===== src/rtl/memstage_pkg.sv =====
// rtl/memstage_pkg.sv - shared op/state types and default widths for the memory stage
package memstage_pkg;

   localparam int MS_DATA_W    = 64;
   localparam int MS_ADDR_W    = 64;
   localparam int MS_PAYLOAD_W = 32;
   localparam int MS_SB_DEPTH  = 4;

   typedef enum logic [1:0] {
      OP_PASS  = 2'b00,
      OP_LOAD  = 2'b01,
      OP_STORE = 2'b10
   } mem_op_e;

   typedef enum logic [1:0] {
      ST_IDLE,
      ST_LD_REQ,
      ST_LD_WAIT,
      ST_END_WAIT
   } memstage_state_e;

   typedef struct packed {
      logic [1:0]              op;
      logic [MS_ADDR_W-1:0]    addr;
      logic [MS_DATA_W-1:0]    wdata;
      logic [MS_PAYLOAD_W-1:0] payload;
      logic                    sim_end;
   } id_mem_t;

   typedef struct packed {
      logic [MS_DATA_W-1:0]    data;
      logic [MS_PAYLOAD_W-1:0] payload;
      logic                    sim_end;
   } mem_ex_t;

   // The reserved encoding 2'b11 matches no kind, so it falls through as a pass op.
   function automatic logic op_is(input logic [1:0] op, input mem_op_e kind);
      return op == kind;
   endfunction

endpackage


===== src/rtl/mod_store_buffer.sv =====
// rtl/mod_store_buffer.sv - circular store buffer; youngest-match lookup under MEMSTAGE_LDFWD_EN
// Callers push only when not full and pop only when not empty.
module mod_store_buffer
   import memstage_pkg::*;
#(
   parameter int DATA_W = MS_DATA_W,
   parameter int ADDR_W = MS_ADDR_W,
   parameter int DEPTH  = MS_SB_DEPTH
) (
   input  logic                     clk,
   input  logic                     reset,
   input  logic                     push,
   input  logic [ADDR_W-1:0]        push_addr,
   input  logic [DATA_W-1:0]        push_data,
   input  logic                     pop,
   output logic [ADDR_W-1:0]        head_addr,
   output logic [DATA_W-1:0]        head_data,
   output logic [$clog2(DEPTH):0]   count,
   output logic                     full,
   output logic                     empty
`ifdef MEMSTAGE_LDFWD_EN
   ,
   input  logic [ADDR_W-1:0]        lk_addr,
   output logic                     lk_hit,
   output logic [DATA_W-1:0]        lk_data
`endif
);

   localparam int PW = $clog2(DEPTH);

   logic [ADDR_W-1:0] addr_q [DEPTH];
   logic [ADDR_W-1:0] addr_d [DEPTH];
   logic [DATA_W-1:0] data_q [DEPTH];
   logic [DATA_W-1:0] data_d [DEPTH];
   logic [PW-1:0]     head_q, head_d;
   logic [PW-1:0]     tail_q, tail_d;
   logic [PW:0]       count_q, count_d;

   always_comb begin
      addr_d  = addr_q;
      data_d  = data_q;
      head_d  = head_q;
      tail_d  = tail_q;
      count_d = count_q;
      if (push) begin
         addr_d[tail_q] = push_addr;
         data_d[tail_q] = push_data;
         tail_d         = tail_q + PW'(1);
      end
      if (pop) begin
         head_d = head_q + PW'(1);
      end
      case ({push, pop})
         2'b10:   count_d = count_q + (PW+1)'(1);
         2'b01:   count_d = count_q - (PW+1)'(1);
         default: count_d = count_q;
      endcase
   end

   always_ff @(posedge clk or posedge reset) begin
      if (reset) begin
         for (int i = 0; i < DEPTH; i++) begin
            addr_q[i] <= '0;
            data_q[i] <= '0;
         end
         head_q  <= '0;
         tail_q  <= '0;
         count_q <= '0;
      end else begin
         addr_q  <= addr_d;
         data_q  <= data_d;
         head_q  <= head_d;
         tail_q  <= tail_d;
         count_q <= count_d;
      end
   end

   assign head_addr = addr_q[head_q];
   assign head_data = data_q[head_q];
   assign count     = count_q;
   assign full      = (count_q == (PW+1)'(DEPTH));
   assign empty     = (count_q == '0);

`ifdef MEMSTAGE_LDFWD_EN
   logic [PW-1:0] lk_idx;

   // Walk oldest to youngest so the last hit left standing is the youngest store.
   always_comb begin
      lk_hit  = 1'b0;
      lk_data = '0;
      lk_idx  = '0;
      for (int i = 0; i < DEPTH; i++) begin
         lk_idx = head_q + PW'(i);
         if (((PW+1)'(i) < count_q) && (addr_q[lk_idx] == lk_addr)) begin
            lk_hit  = 1'b1;
            lk_data = data_q[lk_idx];
         end
      end
   end
`endif

endmodule


===== src/rtl/mod_memstage_sb.sv =====
// rtl/mod_memstage_sb.sv - memory stage with posted-store buffer and single-outstanding loads
// MEMSTAGE_LDFWD_EN enables store-to-load forwarding and lets load misses bypass pending stores.
module mod_memstage_sb
   import memstage_pkg::*;
#(
   parameter int DATA_W    = MS_DATA_W,
   parameter int ADDR_W    = MS_ADDR_W,
   parameter int PAYLOAD_W = MS_PAYLOAD_W,
   parameter int SB_DEPTH  = MS_SB_DEPTH
) (
   input  logic                      clk,
   input  logic                      reset,
   input  logic                      in_valid,
   output logic                      in_ready,
   input  logic [1:0]                in_op,
   input  logic [ADDR_W-1:0]         in_addr,
   input  logic [DATA_W-1:0]         in_wdata,
   input  logic [PAYLOAD_W-1:0]      in_payload,
   input  logic                      in_sim_end,
   output logic                      out_valid,
   input  logic                      out_ready,
   output logic [DATA_W-1:0]         out_data,
   output logic [PAYLOAD_W-1:0]      out_payload,
   output logic                      out_sim_end,
   output logic                      mem_req,
   output logic                      mem_we,
   output logic [ADDR_W-1:0]         mem_addr,
   output logic [DATA_W-1:0]         mem_wdata,
   input  logic                      mem_gnt,
   input  logic                      mem_rvalid,
   input  logic [DATA_W-1:0]         mem_rdata,
   output logic [$clog2(SB_DEPTH):0] sb_count
);

   memstage_state_e        state_q, state_d;
   logic                   ld_pend_q, ld_pend_d;
   logic [ADDR_W-1:0]      ld_addr_q, ld_addr_d;
   logic [PAYLOAD_W-1:0]   hold_payload_q, hold_payload_d;
   logic [DATA_W-1:0]      hold_data_q, hold_data_d;
   logic                   out_valid_q, out_valid_d;
   logic [DATA_W-1:0]      out_data_q, out_data_d;
   logic [PAYLOAD_W-1:0]   out_payload_q, out_payload_d;
   logic                   out_sim_end_q, out_sim_end_d;

   logic slot_free, is_load, is_store, in_ready_c, accept, ld_req, drain;
   logic sb_push, sb_pop, sb_full, sb_empty;
   logic [ADDR_W-1:0] sb_head_addr;
   logic [DATA_W-1:0] sb_head_data;
`ifdef MEMSTAGE_LDFWD_EN
   logic              fwd_hit;
   logic [DATA_W-1:0] fwd_data;
`endif

   mod_store_buffer #(
      .DATA_W (DATA_W),
      .ADDR_W (ADDR_W),
      .DEPTH  (SB_DEPTH)
   ) u_sb (
      .clk       (clk),
      .reset     (reset),
      .push      (sb_push),
      .push_addr (in_addr),
      .push_data (in_wdata),
      .pop       (sb_pop),
      .head_addr (sb_head_addr),
      .head_data (sb_head_data),
      .count     (sb_count),
      .full      (sb_full),
      .empty     (sb_empty)
`ifdef MEMSTAGE_LDFWD_EN
      ,
      .lk_addr   (in_addr),
      .lk_hit    (fwd_hit),
      .lk_data   (fwd_data)
`endif
   );

   always_comb begin
      slot_free  = !out_valid_q || out_ready;
      is_load    = op_is(in_op, OP_LOAD);
      is_store   = op_is(in_op, OP_STORE);
      in_ready_c = (state_q == ST_IDLE) && !ld_pend_q && slot_free && !(is_store && sb_full);
      accept     = in_valid && in_ready_c;
      ld_req     = (state_q == ST_LD_REQ);
      drain      = !ld_req && !sb_empty;
      sb_push    = accept && !in_sim_end && is_store;
      sb_pop     = drain && mem_gnt;

      state_d        = state_q;
      ld_pend_d      = ld_pend_q;
      ld_addr_d      = ld_addr_q;
      hold_payload_d = hold_payload_q;
      hold_data_d    = hold_data_q;
      out_valid_d    = out_valid_q;
      out_data_d     = out_data_q;
      out_payload_d  = out_payload_q;
      out_sim_end_d  = out_sim_end_q;

      if (out_valid_q && out_ready) begin
         out_valid_d   = 1'b0;
         out_sim_end_d = 1'b0;
      end

      case (state_q)
         ST_IDLE: begin
            if (ld_pend_q && sb_empty) begin
               ld_pend_d = 1'b0;
               state_d   = ST_LD_REQ;
            end else if (accept) begin
               if (in_sim_end) begin
                  hold_payload_d = in_payload;
                  hold_data_d    = in_wdata;
                  state_d        = ST_END_WAIT;
               end else if (is_load) begin
                  ld_addr_d      = in_addr;
                  hold_payload_d = in_payload;
`ifdef MEMSTAGE_LDFWD_EN
                  if (fwd_hit) begin
                     out_valid_d   = 1'b1;
                     out_data_d    = fwd_data;
                     out_payload_d = in_payload;
                     out_sim_end_d = 1'b0;
                  end else begin
                     state_d = ST_LD_REQ;
                  end
`else
                  // Without forwarding a load must not overtake any buffered store.
                  if (sb_empty) begin
                     state_d = ST_LD_REQ;
                  end else begin
                     ld_pend_d = 1'b1;
                  end
`endif
               end else begin
                  out_valid_d   = 1'b1;
                  out_data_d    = in_wdata;
                  out_payload_d = in_payload;
                  out_sim_end_d = 1'b0;
               end
            end
         end
         ST_LD_REQ: begin
            if (mem_gnt) begin
               state_d = ST_LD_WAIT;
            end
         end
         ST_LD_WAIT: begin
            if (mem_rvalid) begin
               out_valid_d   = 1'b1;
               out_data_d    = mem_rdata;
               out_payload_d = hold_payload_q;
               out_sim_end_d = 1'b0;
               state_d       = ST_IDLE;
            end
         end
         ST_END_WAIT: begin
            if (sb_empty) begin
               out_valid_d   = 1'b1;
               out_data_d    = hold_data_q;
               out_payload_d = hold_payload_q;
               out_sim_end_d = 1'b1;
               state_d       = ST_IDLE;
            end
         end
         default: state_d = ST_IDLE;
      endcase
   end

   always_ff @(posedge clk or posedge reset) begin
      if (reset) begin
         state_q        <= ST_IDLE;
         ld_pend_q      <= 1'b0;
         ld_addr_q      <= '0;
         hold_payload_q <= '0;
         hold_data_q    <= '0;
         out_valid_q    <= 1'b0;
         out_data_q     <= '0;
         out_payload_q  <= '0;
         out_sim_end_q  <= 1'b0;
      end else begin
         state_q        <= state_d;
         ld_pend_q      <= ld_pend_d;
         ld_addr_q      <= ld_addr_d;
         hold_payload_q <= hold_payload_d;
         hold_data_q    <= hold_data_d;
         out_valid_q    <= out_valid_d;
         out_data_q     <= out_data_d;
         out_payload_q  <= out_payload_d;
         out_sim_end_q  <= out_sim_end_d;
      end
   end

   // in_ready is the only combinational output that would otherwise be high while reset is held.
   assign in_ready    = in_ready_c && !reset;
   assign out_valid   = out_valid_q;
   assign out_data    = out_data_q;
   assign out_payload = out_payload_q;
   assign out_sim_end = out_sim_end_q;
   assign mem_req     = ld_req || drain;
   assign mem_we      = drain;
   assign mem_addr    = ld_req ? ld_addr_q : (drain ? sb_head_addr : '0);
   assign mem_wdata   = drain ? sb_head_data : '0;

endmodule

===== config.mk =====
export PLATFORM = sky130hd
export DESIGN_NAME = mod_memstage_sb
export DESIGN_NICKNAME = d
export VERILOG_FILES = /design/src/rtl/memstage_pkg.sv /design/src/rtl/mod_store_buffer.sv /design/src/rtl/mod_memstage_sb.sv
export SDC_FILE = /design/constraint.sdc
export NUM_CORES = 2
export LEC_CHECK = 0
export CAP_MARGIN = 30
export CORE_ASPECT_RATIO = 1.75
export CORE_MARGIN = 2
export CORE_UTILIZATION = 30
export DETAILED_ROUTE_END_ITERATION = 10
export GPL_TIMING_DRIVEN = 0
export MAX_ROUTING_LAYER = met4
export PLACE_DENSITY = 0.49
export SLEW_MARGIN = 25
export SYNTH_ARGS = -nofsm -noshare
export SYNTH_HDL_FRONTEND = slang
export SYNTH_SLANG_ARGS = --single-unit
export TNS_END_PERCENT = 100

===== constraint.sdc =====
create_clock -name clk -period 57.3 [get_ports clk]
set_input_delay 11.46 -clock clk [delete_from_list [all_inputs] [get_ports clk]]
set_output_delay 11.46 -clock clk [all_outputs]
set_load 0.05 [all_outputs]

==> metrics.md <==
| Metric | Value |
|---|---|
| Status | completed |
| Htree depth | 3 |
| Leading cell type in the layout, fill and taps excluded | dfrtp_1 |
| Dpl cells | 4,489 |
| Distinct cells, synth | 40 |
| Synth Instances | approximately 2,400 |
| Slew Viols, Final | 0 |
| Hold Crit Class | reg2reg |
| Clk_lat worst skew | 690 ps |
| GRT Resource Usage Total | 0.195 |
| Post-CTS sizing | 0 |
| Largest net degree at the start of global routing | 103 |
| P&R area growth vs syn | 27.1% |
| DP Wirelength | 86.0 mm |
| Die width | 270 um |
| Crit-path max FO | 3 |
| Post-placement cell area | 0.0441 sq mm |
| Fmax | 40.0 MHz |
| Worst Skew | 20.1 ps |
| Number of flops mapped to enable cells by yosys | 0 |
| CP Capture Type | output port |
| Critical path class | in2out |
| Worst Setup Start Kind | primary input |
| CTS root buffer | clkbuf_16 |
| Leak | 21.0 nW |
| Core area | 0.123 sq mm |
| Hold Buf Count CTS | 0 |
| Synth Register Bits | 780 |
| Share of Yosys cell area claimed by the top area cell type | 0.526 |
| Arr. time, crit path | 13,540 ps |
| Most frequent cells in the layout | 780 x dfrtp_1, 480 x mux2_4, 464 x clkdlybuf4s50_1 |
| Routed wire per std cell | 25.6 um |
| CTS buffer count | between 80 and 90 |
| Clock Sinks | 780 |
| Final WL | 119 mm |
| DRT Pass-1 Iters | 5 |
| Placer congestion estimate | 0.832 |
| Max Cap Viol | 0 |
| CTS tree | yes |
| RSZ-0062 raised after global routing | false |
| Most used DFF post-synth | dfrtp_1 |
| Worst vdd ir | 0.0343 mV |
| Die Y-Extent | about 470 um |
| Post-CTS Setup Inserts | 0 |
| Number of remaining DRC errors | 0 |
| Mapped Nets | roughly 2,600 |
| Initial antenna violation count | 14 |
| Post-Syn Area per Cell | 15.6 sq um |
| Setup Viol. Count Final | 0 |
| I/O Buffers | around 460 |
| Number of global-route vias before repair | 25,600 |
| Seq/Total Area, Yosys | 0.526 |
| YS warnings | 0 |
| Post-layout nets | 3,181 |
| Vias per cell | 4.83 |
| Routed Antenna Nets | 0 |
| Global-route wire length before repair | 179 mm |
| Mapped Area | around 0.037 sq mm |
| Slew HR | 0.331 |
| Tcrit/Tclk final | 0.436 |
| PD cells | 49.1 mW/mm^2 |
| Synth top area cells | dfrtp_1 53%, mux2_4 19%, mux4_2 7.8% |
| Layout Cells excl Fill | ~4,700 |
| IO Pins | approximately 470 |
| Total gr overflow | 0 |
| Row cnt | 170 |
| Initial core utilization | 0.302 |
| WP data required | 45,840 ps |
| Share of synthesized registers carrying an async set or reset | 1.00 |
| Setup TNS Final | 0 ps |
| Drt first-iter violations | 1,212 |
| Final Hold Vio Count | 0 |
| Final min period | 25,000 ps |
| Final instance area | 0.0471 sq mm |
| Vias | between 20,000 and 25,000 |
| Worst Tran Pin Value | 1000 ps |
| Clk slew on worst S/H paths | 50 ps |
| Largest area contributor in the netlist | dfrtp_1 |
| Fraction of layout cells with a size suffix above 1 | 0.351 |
| Clock Path Buffers | 3 |
| Die area | 0.127 sq mm |
-- power breakdown --
group	internal [mW]	switching, mW
Sequential	0.684	0.0766
Combinational	0.380	0.574
Clock	0.349	0.248
Total	1.41	0.899
-- layer usage --
metal  global-route usage  wire (um)  vias up
met2                0.319      58200      585
met4               0.0524       2500        0
met3               0.0544       7690      133
met5                    -          0        -
li1                     -          -     9842
met1                0.237      51000    11900
-- registers in the layout, summed over array words and instances (netlist names) --
signal          count
u_sb.tail_q         2
state_q             2
ld_pend_q           1
u_sb.count          3
out_data           64
out_payload        32
out_sim_end         1
u_sb.data_q       256
ld_addr_q          64
out_valid           1
hold_data_q        64
hold_payload_q     32
u_sb.head_q         2
u_sb.addr_q       256
-- Yosys cell counts (6+ instances only) --
cell type,instances
a21oi_1,6
a22o_1,64
a22oi_1,33
and2_1,64
buf_1,13
buf_2,23
buf_6,14
buf_8,43
clkbuf_1,84
dfrtp_1,780
inv_1,9
mux2_2,193
mux2_4,480
mux2i_1,97
mux4_2,128
nand2_1,133
nor2_1,37
o21ai_0,65
o22ai_1,64
-- kinds of logic (layout without fill, tap and decap cells) --
family,Yosys count,count (layout),synth area share
multiplexers,898,898,0.357
flip-flops,780,780,0.526
AND/OR/NAND/NOR,255,255,0.0321
AO/OA/AOI/OAI,242,242,0.0443
buffers and inverters,191,821,0.0365
adder cells (fa/ha/maj),6,6,0.00223
XOR/XNOR,6,6,0.00142
other,0,15,0
-- worst paths after layout --
check	slack, ps	depth (start not counted)	endpoint	startpoint
setup / recovery	32300	5	in_ready	in_op[1]
hold / removal	500	1	u_sb.data_q[186]	u_sb.data_q[186]
setup reg to reg	53570	10	u_sb.count[2]	state_q[0]
hold reg to reg	500	1	u_sb.data_q[186]	u_sb.data_q[186]
max in group asynchronous	44070	6	ld_addr_q[21]	reset
min in group asynchronous	11170	2	hold_payload_q[29]	reset
-- worst max-delay path, stage by stage --
cell	delay, ps
clkdlybuf4s50_1	490
or4b_1	460
o211ai_1	350
nor2_1	70
clkdlybuf4s50_1	710
-- layout make-up --
type                            count  area [sq um]
Antenna cell                       15          37.5
Buffer                            182          1330
Clock buffer                      114          2430
Clock inverter                     39           564
Fill cell                       11500         75600
Inverter                            9          41.3
Multi-Input combinational cell   1407         16200
Sequential cell                   780         19500
Tap cell                         1634          2040
Timing Repair Buffer              477          4950
-- per-stage QoR --
step                       util  total power [mW]  setup slack [ps]  hold WS (ps)
after floorplan               -              1.38             23940           475
after global placement    0.357              1.71             15610           484
after detailed placement  0.359              1.74             32330           487
after CTS                 0.384              2.35             32310           506
after global routing      0.384              2.43             32220           513
final                     0.384              2.31             32300           501
(Power assumes the default switching activity.)
